**config.mk**
```make
export PLATFORM = sky130hd
export DESIGN_NAME = mc_main_fsm
export DESIGN_NICKNAME = d
export VERILOG_FILES = /design/src/rtl/mc_main_fsm.sv
export SDC_FILE = /design/constraint.sdc
export NUM_CORES = 1
export LEC_CHECK = 0
export CORE_MARGIN = 4
export CORE_UTILIZATION = 42
export CTS_CLUSTER_SIZE = 14
export DETAILED_ROUTE_END_ITERATION = 8
export HOLD_SLACK_MARGIN = 0.15
export PLACE_DENSITY = 0.84
export SETUP_SLACK_MARGIN = 0.4
export SYNTH_ARGS = -nofsm -noshare
export SYNTH_HDL_FRONTEND = slang
export SYNTH_SLANG_ARGS = --single-unit
```
**constraint.sdc**
```tcl
create_clock -name clk -period 2.92 [get_ports clk]
set_input_delay 0.292 -clock clk [delete_from_list [all_inputs] [get_ports clk]]
set_output_delay 0.292 -clock clk [all_outputs]
set_load 0.02 [all_outputs]
```
**src/rtl/mc_main_fsm.sv**
```systemverilog
// Main control FSM for the multicycle RV32I core.
// Steps the shared memory/ALU/PC/IR/register-file datapath through each
// instruction, one state per cycle. Memory states wait on mem_ready.
// The ALUOp output feeds the ALU decoder that sits beside this block.
module mc_main_fsm #(
    parameter int unsigned USE_MEM_READY = 1
) (
    input  logic       clk,
    input  logic       reset,
    input  logic [6:0] op,
    input  logic       mem_ready,
    output logic       AdrSrc,
    output logic       IRWrite,
    output logic [1:0] ALUSrcA,
    output logic [1:0] ALUSrcB,
    output logic [1:0] ALUOp,
    output logic [1:0] ResultSrc,
    output logic [1:0] ImmSrc,
    output logic       PCUpdate,
    output logic       Branch,
    output logic       RegWrite,
    output logic       MemWrite,
    output logic       illegal_op,
    output logic [3:0] state_o
);

    // Supported opcodes (same set as the single-cycle opdecoder).
    localparam logic [6:0] OP_LW   = 7'b0000011;
    localparam logic [6:0] OP_SW   = 7'b0100011;
    localparam logic [6:0] OP_R    = 7'b0110011;
    localparam logic [6:0] OP_IALU = 7'b0010011;
    localparam logic [6:0] OP_BEQ  = 7'b1100011;
    localparam logic [6:0] OP_JAL  = 7'b1101111;

    // Operand and result select encodings.
    localparam logic [1:0] SRCA_PC    = 2'b00;
    localparam logic [1:0] SRCA_OLDPC = 2'b01;
    localparam logic [1:0] SRCA_RS1   = 2'b10;
    localparam logic [1:0] SRCB_RS2   = 2'b00;
    localparam logic [1:0] SRCB_IMM   = 2'b01;
    localparam logic [1:0] SRCB_FOUR  = 2'b10;
    localparam logic [1:0] ALUOP_ADD  = 2'b00;
    localparam logic [1:0] ALUOP_SUB  = 2'b01;
    localparam logic [1:0] ALUOP_FUNC = 2'b10;
    localparam logic [1:0] RES_ALUOUT = 2'b00;
    localparam logic [1:0] RES_DATA   = 2'b01;
    localparam logic [1:0] RES_ALURES = 2'b10;

    typedef enum logic [3:0] {
        S_FETCH    = 4'd0,
        S_DECODE   = 4'd1,
        S_MEMADR   = 4'd2,
        S_MEMREAD  = 4'd3,
        S_MEMWB    = 4'd4,
        S_MEMWRITE = 4'd5,
        S_EXECR    = 4'd6,
        S_EXECI    = 4'd7,
        S_ALUWB    = 4'd8,
        S_BEQ      = 4'd9,
        S_JAL      = 4'd10
    } state_t;

    state_t state_q;
    state_t state_d;
    logic   mem_rdy;
    logic   op_known;

    // Effective handshake: tied high when the memory never stalls.
    always_comb begin
        mem_rdy = 1'b1;
        if (USE_MEM_READY != 0) begin
            mem_rdy = mem_ready;
        end
    end

    // Flag opcodes this FSM knows how to sequence.
    always_comb begin
        op_known = 1'b0;
        case (op)
            OP_LW, OP_SW, OP_R, OP_IALU, OP_BEQ, OP_JAL: op_known = 1'b1;
            default:                                     op_known = 1'b0;
        endcase
    end

    // State register with synchronous reset back to FETCH.
    always_ff @(posedge clk) begin
        if (reset) begin
            state_q <= S_FETCH;
        end else begin
            state_q <= state_d;
        end
    end

    // Next-state logic; unreachable codes fall back to FETCH.
    always_comb begin
        state_d = S_FETCH;
        if (!reset) begin
            case (state_q)
                S_FETCH: begin
                    state_d = mem_rdy ? S_DECODE : S_FETCH;
                end
                S_DECODE: begin
                    case (op)
                        OP_LW, OP_SW: state_d = S_MEMADR;
                        OP_R:         state_d = S_EXECR;
                        OP_IALU:      state_d = S_EXECI;
                        OP_BEQ:       state_d = S_BEQ;
                        OP_JAL:       state_d = S_JAL;
                        default:      state_d = S_FETCH;
                    endcase
                end
                S_MEMADR: begin
                    case (op)
                        OP_LW:   state_d = S_MEMREAD;
                        OP_SW:   state_d = S_MEMWRITE;
                        default: state_d = S_FETCH;
                    endcase
                end
                S_MEMREAD: begin
                    state_d = mem_rdy ? S_MEMWB : S_MEMREAD;
                end
                S_MEMWB: begin
                    state_d = S_FETCH;
                end
                S_MEMWRITE: begin
                    state_d = mem_rdy ? S_FETCH : S_MEMWRITE;
                end
                S_EXECR, S_EXECI, S_JAL: begin
                    state_d = S_ALUWB;
                end
                S_ALUWB: begin
                    state_d = S_FETCH;
                end
                S_BEQ: begin
                    state_d = S_FETCH;
                end
                default: begin
                    state_d = S_FETCH;
                end
            endcase
        end
    end

    // Moore output decode; reset shows FETCH selects with every enable low.
    always_comb begin
        AdrSrc     = 1'b0;
        IRWrite    = 1'b0;
        ALUSrcA    = SRCA_PC;
        ALUSrcB    = SRCB_RS2;
        ALUOp      = ALUOP_ADD;
        ResultSrc  = RES_ALUOUT;
        PCUpdate   = 1'b0;
        Branch     = 1'b0;
        RegWrite   = 1'b0;
        MemWrite   = 1'b0;
        illegal_op = 1'b0;
        if (reset) begin
            ALUSrcB   = SRCB_FOUR;
            ResultSrc = RES_ALURES;
        end else begin
            case (state_q)
                S_FETCH: begin
                    IRWrite   = mem_rdy;
                    ALUSrcB   = SRCB_FOUR;
                    ResultSrc = RES_ALURES;
                    PCUpdate  = mem_rdy;
                end
                S_DECODE: begin
                    ALUSrcA    = SRCA_OLDPC;
                    ALUSrcB    = SRCB_IMM;
                    illegal_op = ~op_known;
                end
                S_MEMADR: begin
                    ALUSrcA = SRCA_RS1;
                    ALUSrcB = SRCB_IMM;
                end
                S_MEMREAD: begin
                    AdrSrc = 1'b1;
                end
                S_MEMWB: begin
                    ResultSrc = RES_DATA;
                    RegWrite  = 1'b1;
                end
                S_MEMWRITE: begin
                    AdrSrc   = 1'b1;
                    MemWrite = 1'b1;
                end
                S_EXECR: begin
                    ALUSrcA = SRCA_RS1;
                    ALUOp   = ALUOP_FUNC;
                end
                S_EXECI: begin
                    ALUSrcA = SRCA_RS1;
                    ALUSrcB = SRCB_IMM;
                    ALUOp   = ALUOP_FUNC;
                end
                S_ALUWB: begin
                    RegWrite = 1'b1;
                end
                S_BEQ: begin
                    ALUSrcA = SRCA_RS1;
                    ALUOp   = ALUOP_SUB;
                    Branch  = 1'b1;
                end
                S_JAL: begin
                    ALUSrcA  = SRCA_OLDPC;
                    ALUSrcB  = SRCB_FOUR;
                    PCUpdate = 1'b1;
                end
                default: begin
                    AdrSrc = 1'b0;
                end
            endcase
        end
    end

    // Immediate format straight from the opcode, independent of state.
    always_comb begin
        ImmSrc = 2'b00;
        case (op)
            OP_SW:   ImmSrc = 2'b01;
            OP_BEQ:  ImmSrc = 2'b10;
            OP_JAL:  ImmSrc = 2'b11;
            default: ImmSrc = 2'b00;
        endcase
    end

    assign state_o = state_q;

endmodule

```
After elaboration in Yosys (flattened, before gate mapping)
Cells that the tools add are included.
{"block": "word_totals", "rom_bits": 0, "mem_count": 0, "latch_bits": 0, "regBits": 4, "in_bits": 10, "ramBits": 0, "word_cells": 59}
{"block": "classes", "div": 0, "n_addsub": 0, "n_bitwise": 1, "eq_ne": 16, "magnitude_cmp": 0, "multipliers": 0, "muxes": 30, "reduce_logical": 11, "shifts": 0}
{"op": "4-bit case mux with 6 select lines", "n": 1}
{"op": "4-bit case mux with 5 select lines", "n": 1}
{"op": "4-bit by 3-bit equality test with 1-bit output (second input constant)", "n": 4}
{"op": "2-bit case mux with 2 select lines", "n": 4}
{"op": "1-bit two-way mux", "n": 15}
{"op": "7-bit by 6-bit equality test with 1-bit output (second input constant)", "n": 2}
{"op": "7-bit equality test (second input constant)", "n": 2}
{"op": "4-bit equality test (second input constant)", "n": 3}
{"op": "2-bit OR reduction", "n": 6}
{"op": "4-bit by 2-bit equality test with 1-bit output (second input constant)", "n": 2}
{"op": "2-bit two-way mux", "n": 4}
{"op": "7-bit by 2-bit equality test with 1-bit output (second input constant)", "n": 1}
{"op": "7-bit by 5-bit equality test with 1-bit output (second input constant)", "n": 1}
{"op": "3-bit two-way mux", "n": 2}
{"op": "2-bit case mux with 3 select lines", "n": 1}
{"op": "3-bit case mux with 2 select lines", "n": 1}
{"op": "3-bit OR reduction", "n": 2}
{"op": "6-bit OR reduction", "n": 1}
{"op": "4-bit by 1-bit equality test with 1-bit output (second input constant)", "n": 1}
{"op": "4-bit zero test", "n": 1}
{"op": "4-bit OR reduction", "n": 1}
{"op": "1-bit case mux with 2 select lines", "n": 1}
{"op": "1-bit NOT", "n": 1}

Longest topological paths before layout
{"block": "logic_depth", "ltp_word": 6, "ltp_mapped": 5}

Worst setup path after synthesis
Ideal clock, no wire load.
{"block": "synth_timing", "path_kind": "reg-to-output", "startpoint": "register state_q[3], in the netlist state_o[3]", "endpoint": "output ALUOp[0]", "path_slack_ns": 0.717, "arrival_ns": 1.911, "stages_incl_launch_ff": 5, "n_path_buf": 3, "cell_sequence": "dfxtp_1 buf_4 buf_2 nor4b_1 buf_4"}
{"block": "synth_between", "elab_chain_cells": 4, "word_cells_on_any_way": 6}
{"element": "start: declaration", "line_no": "63", "text": "state_t state_q;"}
{"element": "start signal: assignment", "line_no": "90", "text": "state_q <= state_d;"}
{"element": "4-bit by 3-bit equality test with 1-bit output", "line_no": "161", "text": "case (state_q)"}
{"element": "2-bit OR reduction (no source line)"}
{"element": "2-bit case mux with 2 select lines *", "line_no": "161"}
{"element": "2-bit two-way mux *", "line_no": "157", "text": "if (reset) begin"}
{"element": "end: declaration", "line_no": "16", "text": "output logic [1:0] ALUOp,"}
Every way passes the cells marked *; elsewhere a longest branch is shown, timed or not.

Final worst setup path
{"block": "layout_timing", "startpoint": "input op[2]", "endpoint": "output illegal_op"}
{"block": "layout_between", "elab_chain_cells": 6, "word_cells_on_any_way": 11}
{"element": "start: declaration", "line_no": "10", "text": "input logic [6:0] op,"}
{"element": "7-bit equality test (tied with other cells)", "line_no": "79", "text": "case (op)"}
{"element": "6-bit OR reduction *", "line_no": "79"}
{"element": "1-bit two-way mux *", "line_no": "79"}
{"element": "1-bit NOT *", "line_no": "171", "text": "illegal_op = ~op_known;"}
{"element": "1-bit two-way mux *", "line_no": "161"}
{"element": "1-bit two-way mux *", "line_no": "157"}
{"element": "end: declaration", "line_no": "23", "text": "output logic illegal_op,"}
Marks and branches as above.

==> impl_results.md <==
* GRT Overall Usage at 16.6%
* Vias in the first global route at 658
* Worst reg2reg path depth at 4
* CTS Buf Count at 3
* Setup TNS at 0 ps
* Syn_nets at 91
* Clock sink count at 4
* Post-Route Skew at 2.62 ps
* Final Setup Violations at 0
* GPL Wtd Cong at 0.857
* Buf+Inv Stages, Crit Path at 2
* Reported max-cap violation count at 0
* DRT iter0 DRCs at 7
* Port Buffers at 30
* WHS Path Cells at 2
* Worst rel slew slack at 55.2%
* RSZ-0062 raised after global routing: no
* Fin crit share at 83.5%
* CP required at 2630 ps
* Critical path's most frequent cell: clkdlybuf4s50_1
* HPWL Detailed at 1280 um
* Average size of a mapped cell at 7.57 sq um
* H-tree Lvls at 1
* RR Startpoint: state_o[3]$_SDFF_PP0_
* Fin. max-slew vios at 0
* Layout Cell Area excl Fill at 918 sq um
* 1st-pass router iterations at 3
* Worst Hold Path EP: state_o[1]$_SDFF_PP0_
* # diodes at 0
* FF-to-FF setup slack at 1340 ps
* Crit start category: input pin
* Max reg flops at 4
* Syn. warnings at 0
* Crit path largest cell delay at 650 ps
* Placed instance count at 120
* Vias at 712
* Initial antenna violation count at 0
* Detail Route Antenna Nets at 0
* Peak VDD IR at 0.202 mV
* Yosys reg bits at 4
* CP Max Fanout at 5
* First-pass GRT wire length at 2660 um
* Seq/Total Area, Yosys at 13.1%
* Largest net degree at the start of global routing at 20
* Wire length per cell at 13.7 um
* Post-Layout Cell Count at 123
* Synth unique cells at 40
* Fmax at 410 MHz
* Worst Setup End Kind: output port
* PnR Total Power at 0.195 mW
* Total global routing overflow at 0
* Largest delay share family, worst path: buffers and inverters
* Least-Margin Pin Slew at 671 ps
* Core area at 1330 sq um
* Placed cell areas at 890 sq um
* Die area at 2130 sq um
* Hold slack at 667 ps
* Die width at 46.2 um
* Synthesized cell area at 613 sq um
* Layout cells sized above 1 at 13.9%
* Cell Rows at 13
* DRC Markers at 0
* Num ports at 31
* CP Launch Point: op[2]
* Die Ht at 46.2 um
* Layout Nets at 120
* Worst reg2reg path endpoint: state_o[3]$_SDFF_PP0_
* P_leak at 0.361 nW
* Worst EP arrival at 2150 ps
* Starting Density at 46.0%
* CTS tree: built
* CP Cell Sequence: clkdlybuf4s50_1 -> and4bb_1 -> and2_4 -> nor4b_2 -> clkdlybuf4s50_1
* Synthesized instance count at 81
* Crit path time final at 2440 ps
* Root Buffer: clkbuf_4
* Slowest cell on crit path: clkdlybuf4s50_1
* Max clock buf depth at 2
* Status: completed
* Path type of the worst setup path: input pin to output port
* Pwr Density at 212 nW/um^2
* Clock slew at reported path FFs at 40 ps
* Vias/cell at 5.79
* Final hold vios at 0
* Post-Route WL at 1680 um
* Worst hold path type: flip-flop to flip-flop
* Area grow syn2layout at 49.8%
* Hold wc startpoint: state_o[1]$_SDFF_PP0_
* Clock Latency Late Sink at 240 ps
==> cell families after synthesis <==
logic type | after synthesis | synth area share (%)
DFF | 4 | 13.1
AOI/OAI and AO/OA | 19 | 22.9
buffers and inverters | 10 | 10.6
and+or+nand+nor | 44 | 47.8
xor gates and xnor gates | 4 | 5.72
==> cell usage after synthesis, drive strengths merged <==
library cell | n | area share [%]
nor3 | 9 | 10
nor2 | 8 | 4.9
buf | 7 | 8.8
a21oi | 6 | 4.9
dfxtp | 4 | 13
nand2b | 4 | 4.5
nor4 | 4 | 4.1
a21o | 3 | 3.9
nor4b | 3 | 5.3
xnor2 | 3 | 4.3
a31oi | 2 | 2.0
and2b | 2 | 2.4
inv | 2 | 1.2
nand2 | 2 | 1.2
nand3 | 2 | 1.6
nor2b | 2 | 2.0
o21ai | 2 | 1.6
a21bo | 1 | 1.6
a22o | 1 | 1.4
a22oi | 1 | 1.2
a41o | 1 | 1.6
a41oi | 1 | 2.7
and2 | 1 | 1.4
and4 | 1 | 1.6
and4b | 1 | 1.6
and4bb | 1 | 2.0
clkbuf | 1 | 0.61
nand3b | 1 | 1.2
nand4 | 1 | 1.0
nand4b | 1 | 1.4
nor3b | 1 | 1.2
o21bai | 1 | 1.8
xor2 | 1 | 1.4
==> final cells by class <==
type / count / area (sq um)
Sequential cell: 4 / 81.3
Timing Repair Buffer: 32 / 320
Inverter: 2 / 7.51
Fill cell: 133 / 415
Multi-Input combinational cell: 67 / 468
Clock buffer: 3 / 22.5
Tap cell: 15 / 18.8
==> worst reg2reg max path: cells and delay by family (launching register included) <==
family | cells | cell delay, ps
compound gates | 2 | 380
flops | 1 | 740
simple gates | 2 | 340
==> how the worst max path moves through the flow <==
stage                       endpoint  depth (start not counted)
final                     illegal_op                          5
after global routing      illegal_op                          5
after CTS                 illegal_op                          5
after detailed placement  illegal_op                          5
after global placement    illegal_op                          5
after floorplan             ALUOp[0]                          4
==> metal layers <==
layer  GRT usage [%]  share of wire [%]  vias to the layer above
li1                -                  -                      358
met1            19.5                 43                      319
met2            29.4                 48                       31
met3            3.13                7.0                        4
met4            5.68                1.7                        0
met5               0                  0                        -
==> placed cells by master, fill, tap and decap left out, drive strengths merged, types with 2 or more instances in the layout <==
master | netlist | final
inv | 2 | 2
nor2 | 8 | 8
nand3 | 2 | 2
dfxtp | 4 | 4
a31oi | 2 | 2
and2b | 2 | 2
nor4 | 4 | 4
nor3 | 9 | 9
nand2 | 2 | 2
dlymetal6s2s | 0 | 2
buf | 7 | 2
a21oi | 6 | 6
clkdlybuf4s50 | 0 | 28
a21o | 3 | 3
nor2b | 2 | 2
o21ai | 2 | 2
xnor2 | 3 | 3
nand2b | 4 | 4
clkbuf | 1 | 3
nor4b | 3 | 3
==> what timing repair did <==
| action | CTS | global route |
|---|---|---|
| hold buffers | 0 | 0 |
| setup buffers | 0 | 0 |
| endpoints found under the setup margin | 0 | 4 |
| gates resized for setup | 0 | 3 |
==> power breakdown <==
| group | leakage (nW) | internal [mW] | switching [mW] | total [mW] |
|---|---|---|---|---|
| Sequential | 0.0330 | 0.0559 | 0.00108 | 0.0570 |
| Clock | 0.0138 | 0.0460 | 0.0228 | 0.0688 |
| Combinational | 0.314 | 0.0346 | 0.0341 | 0.0687 |
==> through the flow <==
stage               setup WS (ps)  utilization (%)
finish                        481             68.9
floorplan                     717                -
CTS                           473             68.4
global placement              510             66.7
global route                  405             68.9
detailed placement            488             66.7
No activity file was read; power rests on OpenSTA's default activity.
